File: src/rtl/api_slave.sv
// Serial work-frame receiver and result-block transmitter clocked from the
// system clock; load/sck/mosi are oversampled through 2-flop synchronizers.
module api_slave #(
   parameter int WORK_LEN = 23,
   parameter int RES_LEN  = 11
) (
   input  logic        clk,
   input  logic        rst,
   input  logic        load,
   input  logic        sck,
   input  logic        mosi,
   output logic        miso,
   output logic        work_wr_en,
   output logic [4:0]  work_addr,
   output logic [31:0] work_dat,
   output logic        work_vld,
   input  logic        res_wr_en,
   input  logic [3:0]  res_addr,
   input  logic [31:0] res_dat,
   input  logic        res_commit,
   output logic        res_rdy
);

   typedef enum logic [1:0] {IDLE, SHIFT, DONE} state_t;

   localparam logic [7:0] WORK_LEN8 = 8'(WORK_LEN);
   localparam logic [7:0] RES_LEN8  = 8'(RES_LEN);

   state_t      state;
   logic [2:0]  load_p, sck_p;
   logic [1:0]  mosi_p;
   logic        load_fall, load_rise, sck_rise, sck_fall, mosi_s;
   logic [31:0] shift_reg, tx_sr, tx_next;
   logic [4:0]  bit_cnt;
   logic [7:0]  word_cnt, fetch_idx;
   logic        use_buf, fetch_en;
   logic [31:0] res_buf [16];

   // load chain resets low so a load held low through reset never looks like a fresh falling edge
   always_ff @(posedge clk or posedge rst) begin
      if (rst) begin
         load_p <= '0;
         sck_p  <= '0;
         mosi_p <= '0;
      end else begin
         load_p <= {load_p[1:0], load};
         sck_p  <= {sck_p[1:0], sck};
         mosi_p <= {mosi_p[0], mosi};
      end
   end

   assign load_fall = load_p[2] & ~load_p[1];
   assign load_rise = ~load_p[2] & load_p[1];
   assign sck_rise  = ~sck_p[2] & sck_p[1];
   assign sck_fall  = sck_p[2] & ~sck_p[1];
   assign mosi_s    = mosi_p[1];

   always_ff @(posedge clk) begin
      if (res_wr_en && !res_rdy && ({4'b0, res_addr} < RES_LEN8))
         res_buf[res_addr] <= res_dat;
   end

   // In IDLE the fetch targets word 0 of the frame about to start, using live res_rdy
   always_comb begin
      fetch_idx = (state == IDLE) ? '0 : word_cnt;
      fetch_en  = (state == IDLE) ? res_rdy : use_buf;
      tx_next   = '1;
      if (fetch_en && (fetch_idx < RES_LEN8))
         tx_next = res_buf[fetch_idx[3:0]];
   end

   always_ff @(posedge clk or posedge rst) begin
      if (rst) begin
         state      <= IDLE;
         shift_reg  <= '0;
         tx_sr      <= '0;
         bit_cnt    <= '0;
         word_cnt   <= '0;
         use_buf    <= 1'b0;
         miso       <= 1'b1;
         work_wr_en <= 1'b0;
         work_addr  <= '0;
         work_dat   <= '0;
         work_vld   <= 1'b0;
         res_rdy    <= 1'b0;
      end else begin
         work_wr_en <= 1'b0;
         work_vld   <= 1'b0;
         if (res_commit && !res_rdy)
            res_rdy <= 1'b1;
         case (state)
            IDLE: begin
               miso <= 1'b1;
               if (load_fall) begin
                  state    <= SHIFT;
                  bit_cnt  <= '0;
                  word_cnt <= '0;
                  use_buf  <= res_rdy;
                  miso     <= tx_next[31];
                  tx_sr    <= {tx_next[30:0], 1'b0};
               end
            end
            SHIFT: begin
               if (load_rise) begin
                  state <= DONE;
                  miso  <= 1'b1;
               end else if (sck_rise) begin
                  shift_reg <= {shift_reg[30:0], mosi_s};
                  bit_cnt   <= bit_cnt + 5'd1;
                  if (bit_cnt == 5'd31) begin
                     if (word_cnt != 8'hFF)
                        word_cnt <= word_cnt + 8'd1;
                     if (word_cnt < WORK_LEN8) begin
                        work_wr_en <= 1'b1;
                        work_addr  <= word_cnt[4:0];
                        work_dat   <= {shift_reg[30:0], mosi_s};
                     end
                  end
               end else if (sck_fall) begin
                  // bit_cnt==0 here means a whole word just went out: start the next one
                  if (bit_cnt == 5'd0) begin
                     miso  <= tx_next[31];
                     tx_sr <= {tx_next[30:0], 1'b0};
                  end else begin
                     miso  <= tx_sr[31];
                     tx_sr <= {tx_sr[30:0], 1'b0};
                  end
               end
            end
            DONE: begin
               miso     <= 1'b1;
               state    <= IDLE;
               work_vld <= (word_cnt >= WORK_LEN8) && (bit_cnt == 5'd0);
               if (word_cnt >= RES_LEN8)
                  res_rdy <= 1'b0;
            end
            default: state <= IDLE;
         endcase
      end
   end

endmodule

File: config.mk
export PLATFORM = sky130hd
export DESIGN_NAME = api_slave
export DESIGN_NICKNAME = d
export VERILOG_FILES = /design/src/rtl/api_slave.sv
export SDC_FILE = /design/constraint.sdc
export NUM_CORES = 1
export LEC_CHECK = 0
export ABC_AREA = 1
export BUFFER_PORTS_ARGS = -buffer_cell sky130_fd_sc_hd__buf_2
export CORE_ASPECT_RATIO = 0.8
export CORE_MARGIN = 5
export CORE_UTILIZATION = 53
export DETAILED_ROUTE_END_ITERATION = 12
export PLACE_DENSITY = 0.73
export SKIP_CTS_REPAIR_TIMING = 1
export SLEW_MARGIN = 20
export SYNTH_ARGS = -nofsm -noshare
export SYNTH_HDL_FRONTEND = slang
export SYNTH_SLANG_ARGS = --single-unit
File: constraint.sdc
create_clock -name clk -period 6.4 [get_ports clk]
set_clock_uncertainty 0.15 [all_clocks]
set_input_delay 0.96 -clock clk [delete_from_list [all_inputs] [get_ports clk]]
set_output_delay 0.96 -clock clk [all_outputs]
set_load 0.02 [all_outputs]
==> results <==
- The number of top-level pins is 84.
- In this run the critical register-to-register path is captured at work_dat[20].
- The data required time at the worst endpoint is 6.74 ns.
- The initial antenna violation count was 1.
- The number of distinct standard cells referenced by the synthesized netlist is 36.
- The startpoint of the lowest-slack hold path is mosi_p[0].
- The number of global-route vias before repair was ~16000.
- The average cell area after synthesis is roughly 12 sq um.
- In the post-synthesis netlist, the biggest area contributors are edfxtp_1 (60%), dfrtp_1 (13%), nor2_1 (5.0%).
- The post-synthesis sequential element count is ~630.
- The maximum clock frequency is between 200 and 300 MHz.
- The tightest min-delay check is of the flop to flop type.
- The layout overhead on the synthesized area is 14.0%.
- Setup violations remaining at the end of the flow were counted as 0.
- The synthesized-area fraction occupied by ao, oa, aoi and oai cells is 0.115.
- The detail route stage leaves a number of antenna-violating nets equal to 0.
- Of all cell types, the one taking the most synthesized area is edfxtp_1.
- After floorplanning, the core was divided into 71 placement rows.
- After routing the design area is ~29000 sq um.
- The top flip-flop cell by instance count after synthesis is edfxtp_1.
- The total count of hold-check failures in the final report came to 0.
- The synthesized netlist occupies a cell area of 25100 sq um.
- In the finished design, the share of the clock period the worst path needs comes to 0.611.
- The critical path goes through buf_4 > ha_1 > nand2_1 > inv_1 > a211oi_1 > nand2_1 > nor2_2 > inv_2 > nand2_1 > o21ai_0.
- The leading cell type by number of instances after synthesis is edfxtp_1.
- The routed length per placed instance is a little under 20 um.
- The async set-reset flop share out of synthesis is 0.201.
- Setup repair after global routing left no endpoint under its margin.
- For this configuration, the core starts out at a cell density of 0.535.
- The largest single stage delay on the critical path is 0.93 ns.
- The layout has approximately 3600 filler cells.
- The commonest cells after synthesis are edfxtp_1 (504), nor2_1 (338), nand2_1 (245).
- The run finished with clean final reports.
- Yosys printed 0 warnings.
- The flip-flop count of the largest register, all copies and words added is slightly above 500.
- Of the total synthesized cell area, the portion taken by AND, OR, NAND and NOR gates is 0.113.
- The tightest slew margin relative to the limit is 0.225.
- The clock latency on the worst-skew pair is 0.60 ns.
- The DRC violation count after routing is 0.
- The launching instance or port of the critical path is word_cnt[0].
- The CTS root buffer is clkbuf_16.
- The clock transition at the registers of the reported paths is roughly 0.070 ns.
- The slowest stage of the critical path is the buf_4 cell.
- The critical path class is flop to flop.
- The register with the highest flop count is res_buf.
- For this block, the routed nets add up to roughly 57 mm of wire.
- The share of the synthesized area in the top cell type is 0.602.
- No sink is reached through more buffers than the 3 on the longest clock path.
- For the pin with the worst max-slew slack, the measured transition is ~1.2 ns.
- STA classifies the critical path endpoint as a flop.
- The first global-routing pass estimated 89.9 mm of wire.
- The number of clock sinks seen by CTS is 631.
- The area of the core region is approximately 47000 sq um.
- The depth of the worst register-to-register path is 10.
- Once placement completed, the tool counted placed cells totaling 2844.
- Of the total synthesized cell area, the portion taken by full adders, half adders and majority gates is 0.00349.
- The largest fanout of any net on the critical path is 84.
- The portion of synthesized area spent on multiplexers is 0.
- TritonCTS built the clock tree.
- Summing all multi-input logic gate instances after layout gives roughly 6500 sq um.
- The overflow left after global routing is 0.
- The worst hold path was traced through 0 stages.
- Summed over all cells, the static leakage comes to between 10 and 15 nW.
- The startpoint of the lowest-slack register-to-register path is word_cnt[0].
- Across the VDD grid, the largest voltage drop is roughly 0.26 mV.
- The post-detailed-route via-to-cell ratio is 5.59.
- The critical path data arrival time is 4.25 ns.
- Across the run, the number of max-cap violations was 0.
- Measured along the x axis, the die boundary spans about 250 um.
- The height of the die is a little over 200 um.
- The number of enable-type register cells in the synthesized netlist is about 500.
- The largest net degree at the start of global routing is between 100 and 150.
- After synthesis, the largest family of logic cells by area is compound AO/OA/AOI/OAI gates.
- The initial DRC count is ~1600.
- The first detailed-routing pass took 5 iterations.
- The number of buffers inserted during clock tree synthesis is 58.
- The final route contains ~17000 vias.
- The instance count of the mapped netlist is 2088.
- After detailed placement, the total cell area comes to between 20000 and 30000 sq um.
- After the last flow step, the layout net total stands at 2334.
- Of the cells placed in the final design, the portion with a size suffix greater than 1 is 0.102.
- The largest registers in the layout are res_buf: 504 flops, work_dat: 32 flops.
- The number of H-tree levels is 2.
- The XOR/XNOR share of the synthesized area is 0.00105.
- In the final timing run, aggregate negative setup slack is 0 ns.
- The number of pins exceeding their max-slew limit in the final report is 0.
- The die covers about 52000 sq um.
- The cell that appears most often on the critical path is nand2_1.
- The share of the Yosys chip area taken by registers is 0.729.
- The sequential cell area is ~18000 sq um.
- For this design the ratio of total power to cell area is about 320 nW/um^2.
- Counting I/O delays and the setup requirement, the final critical path takes 3.91 ns.
- The end of the worst hold path is mosi_p[1].
- The non-filler instance count after layout is 2954.
- The final weighted congestion in routability-driven placement is 0.811.
- The half-perimeter wire length of the detailed placement result is 28.7 mm.
- During placement, the flow inserted port buffers numbering 83.
- The setup slack on the worst flop-to-flop path is roughly 2.5 ns.
- The sort of element at the start of the critical path is a flop.
- The overall fraction of global-route tracks in use is 0.220.
through the flow:
step	hold slack (ns)	total power, mW	util	setup slack (ns)
2_1_floorplan	0.181	5.40	-	1.91
3_3_place_gp	0.185	5.64	0.566	2.72
3_5_place_dp	0.194	5.69	0.567	2.53
4_1_cts	0.207	9.23	0.610	2.53
5_1_grt	0.215	9.54	0.610	2.18
6_report	0.205	9.19	0.610	2.49
critical path: cells and delay by family, from the launching register on:
| family | cells | cell delay (ns) |
|---|---|---|
| buf+inv | 3 | 1.78 |
| flops | 1 | 0.84 |
| fa+ha+maj | 1 | 0.31 |
| compound gates | 2 | 0.25 |
| simple gates | 4 | 0.40 |
layout by cell type (no fill, tap or decap), types with 4 or more instances in the layout:
cell type	count
a21oi_1	9
buf_2	83
buf_4	22
bufinv_16	6
clkbuf_1	7
clkbuf_16	63
clkbuf_8	6
clkinv_1	11
clkinv_2	11
conb_1	152
dfrtp_1	125
edfxtp_1	504
ha_1	7
inv_1	97
inv_2	10
nand2_1	245
nand3_1	55
nand3b_1	31
nor2_1	327
nor2_2	4
nor2_4	13
nor3_1	6
o211ai_1	62
o21ai_0	213
o21ai_1	168
o22ai_1	61
power by group:
part           switching, mW  internal, mW  leakage [nW]
combinational          0.654         0.242          3.46
clock                   1.47          2.09         0.977
sequential            0.0713          4.67          6.32
total                   2.20          6.99          10.8
routing by layer:
| metal | global-route usage | wire length (um) |
|---|---|---|
| met5 | 0 | 0 |
| met4 | 0.0582 | 1270 |
| met3 | 0.0366 | 4450 |
| met2 | 0.353 | 26900 |
| met1 | 0.318 | 24600 |
worst max-delay path by stage:
| stage | end | slack (ns) |
|---|---|---|
| floorplan | bit_cnt[0] | 1.91 |
| global placement | work_dat[20] | 2.72 |
| detailed placement | work_dat[20] | 2.53 |
| CTS | work_dat[20] | 2.53 |
| global route | work_addr[1] | 2.18 |
| finish | work_dat[20] | 2.49 |
final cells by class:
| type | instances | area share |
|---|---|---|
| clock inverters | 32 | 0.0107 |
| clock buffers | 76 | 0.0588 |
| inverters | 109 | 0.0145 |
| diodes | 2 | 0.000175 |
| flip-flops and latches | 631 | 0.639 |
| well taps | 620 | 0.0271 |
| repair buffers | 108 | 0.0226 |
| multi-input cells | 1376 | 0.227 |
cells by family (layout without fill, tap and decap cells):
kind of cell / Yosys count / after routing
XOR/XNOR: 3 / 3
adder cells (fa/ha/maj): 7 / 7
flip-flops: 631 / 631
other: 1 / 154
AND/OR/NAND/NOR: 690 / 690
buffers and inverters: 232 / 325
AO/OA/AOI/OAI: 524 / 524
(Power assumes the default switching activity.)
